--- src/rtl/wb_result_unit_pkg.sv ---
// Shared encodings for the write-back result unit.
// Latency: n/a (types, constants and one combinational helper).
// Backpressure: n/a.
//
// Contents: WB_SEL source encodings, LD_SIZE encodings, FSM state enum and
// the load lane-alignment check used at accept time.
package wb_pkg;

  localparam logic [1:0] SRC_ALU  = 2'd0;
  localparam logic [1:0] SRC_MEM  = 2'd1;
  localparam logic [1:0] SRC_LINK = 2'd2;
  localparam logic [1:0] SRC_IMM  = 2'd3;

  localparam logic [1:0] LD_BYTE  = 2'd0;
  localparam logic [1:0] LD_HALF  = 2'd1;
  localparam logic [1:0] LD_WORD  = 2'd2;
  localparam logic [1:0] LD_DWORD = 2'd3;

  typedef enum logic [0:0] {
    ST_IDLE     = 1'b0,
    ST_WAIT_MEM = 1'b1
  } wb_state_e;

  // True when a load of the given size at the given byte offset is legal.
  // The offset is zero-extended to 3 bits by the caller so one function
  // serves both 32- and 64-bit datapaths; doublewords exist only on 64-bit.
  function automatic logic ld_aligned(input logic [1:0] size,
                                      input logic [2:0] off,
                                      input logic       dw64);
    case (size)
      LD_BYTE: return 1'b1;
      LD_HALF: return ~off[0];
      LD_WORD: return (off[1:0] == 2'b00);
      default: return dw64 && (off == 3'b000);
    endcase
  endfunction

endpackage

--- src/rtl/wb_result_unit_load_extract.sv ---
// Load lane extraction: shifts the addressed lane down and sign/zero-extends it.
// Latency: purely combinational.
// Backpressure: none.
//
// Ports: i_mem_rdata (little-endian read data), i_size (LD_SIZE encoding),
//        i_unsigned (1 = zero-extend), i_offset (byte offset), o_data (result).
module load_extract
  import wb_pkg::*;
#(
  parameter int DATA_WIDTH = 32
) (
  input  logic [DATA_WIDTH-1:0]         i_mem_rdata,
  input  logic [1:0]                    i_size,
  input  logic                          i_unsigned,
  input  logic [$clog2(DATA_WIDTH/8)-1:0] i_offset,
  output logic [DATA_WIDTH-1:0]         o_data
);

  logic [DATA_WIDTH-1:0] w_shifted;
  logic [DATA_WIDTH-1:0] w_mask;
  logic                  w_sign;

  // Lane starting at byte i_offset moves to bit 0.
  assign w_shifted = i_mem_rdata >> {i_offset, 3'b000};

  // The mask keeps the lane bits; everything above is filled with the
  // extension bit. A full-width lane needs no extension at all.
  always_comb begin
    w_mask = '1;
    w_sign = w_shifted[DATA_WIDTH-1];
    case (i_size)
      LD_BYTE: begin
        w_mask = DATA_WIDTH'(8'hFF);
        w_sign = w_shifted[7];
      end
      LD_HALF: begin
        w_mask = DATA_WIDTH'(16'hFFFF);
        w_sign = w_shifted[15];
      end
      LD_WORD: begin
        w_mask = DATA_WIDTH'(32'hFFFF_FFFF);
        w_sign = w_shifted[31];
      end
      default: begin
        w_mask = '1;
        w_sign = w_shifted[DATA_WIDTH-1];
      end
    endcase
  end

  assign o_data = (w_shifted & w_mask) |
                  ({DATA_WIDTH{w_sign & ~i_unsigned}} & ~w_mask);

endmodule

--- src/rtl/wb_result_unit.sv ---
// Write-back result unit: selects ALU/MEM/LINK/IMM result and drives a registered RF write port.
// Latency: non-load 1 cycle after accept; load 1 cycle after the MEM_RVALID edge.
// Backpressure: i_in_valid/o_in_ready; ready drops for the whole load wait.
//
// Ports: i_clk, i_rst_n (async active-low); request i_in_valid/o_in_ready with
//        i_wb_sel, i_wb_dest, i_ld_size, i_ld_unsigned, i_ld_offset and the
//        source operands; memory response i_mem_rvalid/i_mem_rdata; i_flush;
//        RF port o_rf_we/o_rf_wa/o_rf_wd3; status o_load_busy,
//        o_err_misalign (pulse), o_err_timeout (sticky until reset).
module wb_result_unit
  import wb_pkg::*;
#(
  parameter int DATA_WIDTH     = 32,
  parameter int REG_ADDR_WIDTH = 5,
  parameter int MEM_TIMEOUT    = 15
) (
  input  logic                            i_clk,
  input  logic                            i_rst_n,
  input  logic                            i_in_valid,
  output logic                            o_in_ready,
  input  logic [1:0]                      i_wb_sel,
  input  logic [REG_ADDR_WIDTH-1:0]       i_wb_dest,
  input  logic [1:0]                      i_ld_size,
  input  logic                            i_ld_unsigned,
  input  logic [$clog2(DATA_WIDTH/8)-1:0] i_ld_offset,
  input  logic [DATA_WIDTH-1:0]           i_alu_result,
  input  logic [DATA_WIDTH-1:0]           i_pc_plus4,
  input  logic [DATA_WIDTH-1:0]           i_imm_upper,
  input  logic                            i_mem_rvalid,
  input  logic [DATA_WIDTH-1:0]           i_mem_rdata,
  input  logic                            i_flush,
  output logic                            o_rf_we,
  output logic [REG_ADDR_WIDTH-1:0]       o_rf_wa,
  output logic [DATA_WIDTH-1:0]           o_rf_wd3,
  output logic                            o_load_busy,
  output logic                            o_err_misalign,
  output logic                            o_err_timeout
);

  localparam int OFF_W = $clog2(DATA_WIDTH / 8);
  localparam int CNT_W = $clog2(MEM_TIMEOUT + 1);
  // The final miss is detected while the counter still holds MEM_TIMEOUT-1,
  // so the timeout fires on exactly the MEM_TIMEOUT-th empty wait cycle.
  localparam logic [CNT_W-1:0] CNT_LAST = CNT_W'(MEM_TIMEOUT - 1);

  wb_state_e               r_state;
  logic [CNT_W-1:0]        r_cnt;
  logic [REG_ADDR_WIDTH-1:0] r_ld_dest;
  logic [1:0]              r_ld_size;
  logic                    r_ld_unsigned;
  logic [OFF_W-1:0]        r_ld_offset;
  logic                    r_rf_we;
  logic [REG_ADDR_WIDTH-1:0] r_rf_wa;
  logic [DATA_WIDTH-1:0]   r_rf_wd3;
  logic                    r_err_misalign;
  logic                    r_err_timeout;

  logic                    w_accept;
  logic                    w_is_mem;
  logic                    w_legal;
  logic [DATA_WIDTH-1:0]   w_operand;
  logic [DATA_WIDTH-1:0]   w_ld_data;

  // Ready is gated by reset so every output reads 0 while reset is held.
  assign o_in_ready = i_rst_n & (r_state == ST_IDLE);
  assign w_accept   = i_in_valid & o_in_ready & ~i_flush;
  assign w_is_mem   = (i_wb_sel == SRC_MEM);
  assign w_legal    = ld_aligned(i_ld_size, 3'(i_ld_offset), DATA_WIDTH == 64);

  always_comb begin
    w_operand = i_alu_result;
    case (i_wb_sel)
      SRC_LINK: w_operand = i_pc_plus4;
      SRC_IMM:  w_operand = i_imm_upper;
      default:  w_operand = i_alu_result;
    endcase
  end

  load_extract #(
    .DATA_WIDTH (DATA_WIDTH)
  ) u_load_extract (
    .i_mem_rdata (i_mem_rdata),
    .i_size      (r_ld_size),
    .i_unsigned  (r_ld_unsigned),
    .i_offset    (r_ld_offset),
    .o_data      (w_ld_data)
  );

  always_ff @(posedge i_clk or negedge i_rst_n) begin
    if (!i_rst_n) begin
      r_state        <= ST_IDLE;
      r_cnt          <= '0;
      r_ld_dest      <= '0;
      r_ld_size      <= LD_BYTE;
      r_ld_unsigned  <= 1'b0;
      r_ld_offset    <= '0;
      r_rf_we        <= 1'b0;
      r_rf_wa        <= '0;
      r_rf_wd3       <= '0;
      r_err_misalign <= 1'b0;
      r_err_timeout  <= 1'b0;
    end else begin
      // Write enable and misalign flag are single-cycle pulses.
      r_rf_we        <= 1'b0;
      r_err_misalign <= 1'b0;
      case (r_state)
        ST_IDLE: begin
          if (w_accept) begin
            if (!w_is_mem) begin
              r_rf_wa  <= i_wb_dest;
              r_rf_wd3 <= w_operand;
              r_rf_we  <= |i_wb_dest;
            end else if (w_legal) begin
              r_ld_dest     <= i_wb_dest;
              r_ld_size     <= i_ld_size;
              r_ld_unsigned <= i_ld_unsigned;
              r_ld_offset   <= i_ld_offset;
              r_cnt         <= '0;
              r_state       <= ST_WAIT_MEM;
            end else begin
              r_err_misalign <= 1'b1;
            end
          end
        end
        ST_WAIT_MEM: begin
          // Flush outranks a same-cycle response; the response beats timeout.
          if (i_flush) begin
            r_state <= ST_IDLE;
          end else if (i_mem_rvalid) begin
            r_rf_wa  <= r_ld_dest;
            r_rf_wd3 <= w_ld_data;
            r_rf_we  <= |r_ld_dest;
            r_state  <= ST_IDLE;
          end else if (r_cnt == CNT_LAST) begin
            r_err_timeout <= 1'b1;
            r_state       <= ST_IDLE;
          end else begin
            r_cnt <= r_cnt + CNT_W'(1);
          end
        end
        default: r_state <= ST_IDLE;
      endcase
    end
  end

  assign o_rf_we        = r_rf_we;
  assign o_rf_wa        = r_rf_wa;
  assign o_rf_wd3       = r_rf_wd3;
  assign o_load_busy    = (r_state == ST_WAIT_MEM);
  assign o_err_misalign = r_err_misalign;
  assign o_err_timeout  = r_err_timeout;

endmodule

--- config.mk ---
export PLATFORM = sky130hd
export DESIGN_NAME = wb_result_unit
export DESIGN_NICKNAME = d
export VERILOG_FILES = /design/src/rtl/wb_result_unit_pkg.sv /design/src/rtl/wb_result_unit_load_extract.sv /design/src/rtl/wb_result_unit.sv
export SDC_FILE = /design/constraint.sdc
export NUM_CORES = 1
export LEC_CHECK = 0
export ABC_AREA = 1
export BUFFER_PORTS_ARGS = -buffer_cell sky130_fd_sc_hd__buf_2
export CAP_MARGIN = 10
export CORE_ASPECT_RATIO = 0.7
export CORE_MARGIN = 8
export CORE_UTILIZATION = 47
export DETAILED_ROUTE_END_ITERATION = 16
export PLACE_DENSITY = 0.91
export SYNTH_ARGS = -nofsm -noshare
export SYNTH_HDL_FRONTEND = slang
export SYNTH_SLANG_ARGS = --single-unit
--- constraint.sdc ---
create_clock -name i_clk -period 1.6 [get_ports i_clk]
set_input_delay 0.16 -clock i_clk [delete_from_list [all_inputs] [get_ports i_clk]]
set_output_delay 0.16 -clock i_clk [all_outputs]
set_load 0.005 [all_outputs]
==> results.toml <==
[outcome]
outcome = "finished clean"

[run]
cap_violations = 0

[sta]
grt_setup_unrepaired = "true"
fmax_ghz = 0.647
fin_crit_ns = 1.55
tightest_slew_ns = 0.720
drv_slew = 0
worst_slack_ns = 0.0542
setup_tns_ns = 0
fin_skew_ns = 0.00711
setup_viol = 0
hold_viol = 0
slew_headroom_pct = 52.0
timing.final.crit_share_pct = 96.6

[critical_path]
crit_path_cell_trace = "inv_4, nand2_1, nand3_2, nand3_2, nand3_4, nand3_4, nand2_2, nand2_1, nand2_1"
cp-start-kind = "flip-flop"
crit_family = "simple AND/OR/NAND/NOR gates"
crit_required_ns = 1.83
critPathMaxStageDelay_ns = 0.48
critPathKind = "reg -> reg"
cp_max_fo = 8
end_kind = "flip-flop"
cp.buffers_inverters = 1
worst_path_most_repeated_cell = "nand2_1"
cpMaxStageDelayCell = "dfrtp_2"
arrival_ns = 1.77

[clocking]
clockBufferDepth = 2
htreeDepth = 2
clk_pin_slew_worst_paths_ns = 0.07
root_buffer = "clkbuf_16"
post_cts_buffers = 0
clk_latency_ns = 0.29
cts_tree = "yes"
numCtsBuffers = 5
cts.sinks = 55

[cells_and_area]
nets = 915
final_common_cell = "nand2_1"
diodes = 0
drive_gt1_share_pct = 33.3
fill_cells = 691
synthToLayoutAreaGrowth_pct = 38.4
utilization_pct = 66.5
layout_common_cells = "233 x nand2_1, 186 x buf_2, 63 x a21oi_1"

[global_routing]
grt_pass1_vias = 4882
antenna_found_initial = 0
grt-ovfl-total = 0
track_usage_pct = 25.3
grt_max_degree = 56
grt_pass1_wl_microns = 22800

[yosys]
syn_inst = 589
synthesis.nets = 736
yosysUniqueCellTypes = 28
ys_seq_elements = 55
yosysTopAreaCellShare_pct = 36.7
synthTopCellsByArea = "dfrtp_1 37%, nand2_1 24%, a21oi_1 8.5%"
synth_edf_count = 0
synth_ff_type = "dfrtp_1"
ys_warn_count = 0
netlist.top_cell.by_area = "dfrtp_1"
async_reset_ff_share_pct = 100
yosysSeqAreaShare_pct = 36.7
synth_area_sq_um = 3750
syn-mean-instance-area_sq_um = 6.37

[die]
io_pins = 187
die_h_microns = 90.7
rows = 27
initial_core_util_pct = 48.1
die_w_microns = 123
core_region_area_sq_um = 7800
die-area_sq_um = 11100

[placed_design]
port_buffers = 186
dp_hpwl_microns = 11500
post-place-ws_ns = -0.0363
place_congestion = 0.928

[power]
power.total_w = 0.00485
powerDensity_nw_per_um2 = 935
ir_worst_vdd_mv = 0.611
p_leak_nw = 2.72

[route]
routedWlPerCell_microns = 17.3
first_iter_violations = 382
final_antenna_net_count = 0
routed-via-count = 4927
route.detailed.drc = 0
viasPerCell = 5.66
wl_microns = 15000
drt-pass1-iter-count = 5

[min_path]
hp-class = "in -> async"
power by group:
| part | leakage, nW | switching [W] | internal, W |
|---|---|---|---|
| logic | 1.96 | 0.00104 | 0.000681 |
| clock network | 0.0868 | 0.000490 | 0.000779 |
| registers | 0.682 | 0.000189 | 0.00167 |
state kept, by name (all words and copies together) (netlist names):
| register | flops |
|---|---|
| o_load_busy | 1 |
| o_err_misalign | 1 |
| o_err_timeout | 1 |
| o_rf_we | 1 |
| o_rf_wa | 5 |
| r_ld_offset | 2 |
| r_ld_size | 2 |
| r_ld_dest | 5 |
| r_ld_unsigned | 1 |
| r_cnt | 4 |
| o_rf_wd3 | 32 |
worst reg2reg max path: cells and delay by family, from the launching register on:
family        cells  cell delay (ns)
simple gates      8             0.88
flops             1             0.48
buf+inv           1             0.12
worst paths after layout:
kind / start / endpoint / slack [ns] / cells after the start
max: r_ld_offset[0] / o_rf_wd3[10] / 0.05 / 9
max reg2reg: r_ld_offset[0] / o_rf_wd3[10] / 0.05 / 9
min: i_rst_n / o_rf_wd3[21] / 0.04 / 2
max in group asynchronous: i_rst_n / o_load_busy / 1.04 / 2
min in group i_clk: i_ld_unsigned / r_ld_unsigned / 0.08 / 3
min reg2reg: o_rf_wd3[2] / o_rf_wd3[2] / 0.48 / 2
cells in the mapped netlist (2+ instances only):
library cell / instances
o21ai_0: 35
o31ai_1: 7
nor3_1: 3
inv_2: 4
buf_2: 15
buf_1: 2
nand3_2: 2
nor2_1: 35
nor2_2: 3
a31oi_1: 29
o21ai_1: 2
dfrtp_1: 55
clkbuf_1: 16
nand2_1: 244
ha_1: 2
a21oi_1: 64
inv_1: 33
buf_6: 3
nand3_1: 26
final cells by class:
type	count	area, sq um	area share (%)
multi-input cells	461	2200	42.4
clock buffers	6	139	2.67
well taps	101	126	2.43
inverters	38	146	2.82
flip-flops and latches	55	1380	26.6
repair buffers	207	1170	22.5
clock inverters	2	35.0	0.675
through the flow:
step / instance area [sq um] / std cells / hold WS, ns
after global routing: 5190 / 870 / 0.0881
after global placement: 4870 / 861 / 0.378
after floorplan: 3750 / 589 / -0.136
final: 5190 / 870 / 0.0447
after CTS: 5050 / 869 / 0.0756
after detailed placement: 4870 / 861 / 0.379
logic make-up after synthesis:
logic type | synth area share (%)
buf+inv | 8.51
simple gates | 33.6
flops | 36.7
compound gates | 20.3
xor+xnor | 0.234
fa+ha+maj | 0.667
metal layers:
metal	global-route usage (%)	part of all wire (%)	vias up
li1	-	-	2270
met1	32.1	40	2293
met2	40.8	46	326
met3	6.93	12	38
met4	7.08	2.1	0
met5	0	0	-
repair_timing:
item                       4_1_cts  5_1_grt
hold buffers                     0        0
setup endpoints to repair       24       32
cloned                           0        1
gates resized for setup          2       34
pin swaps                        0        3
No activity file was read; power rests on OpenSTA's default activity.
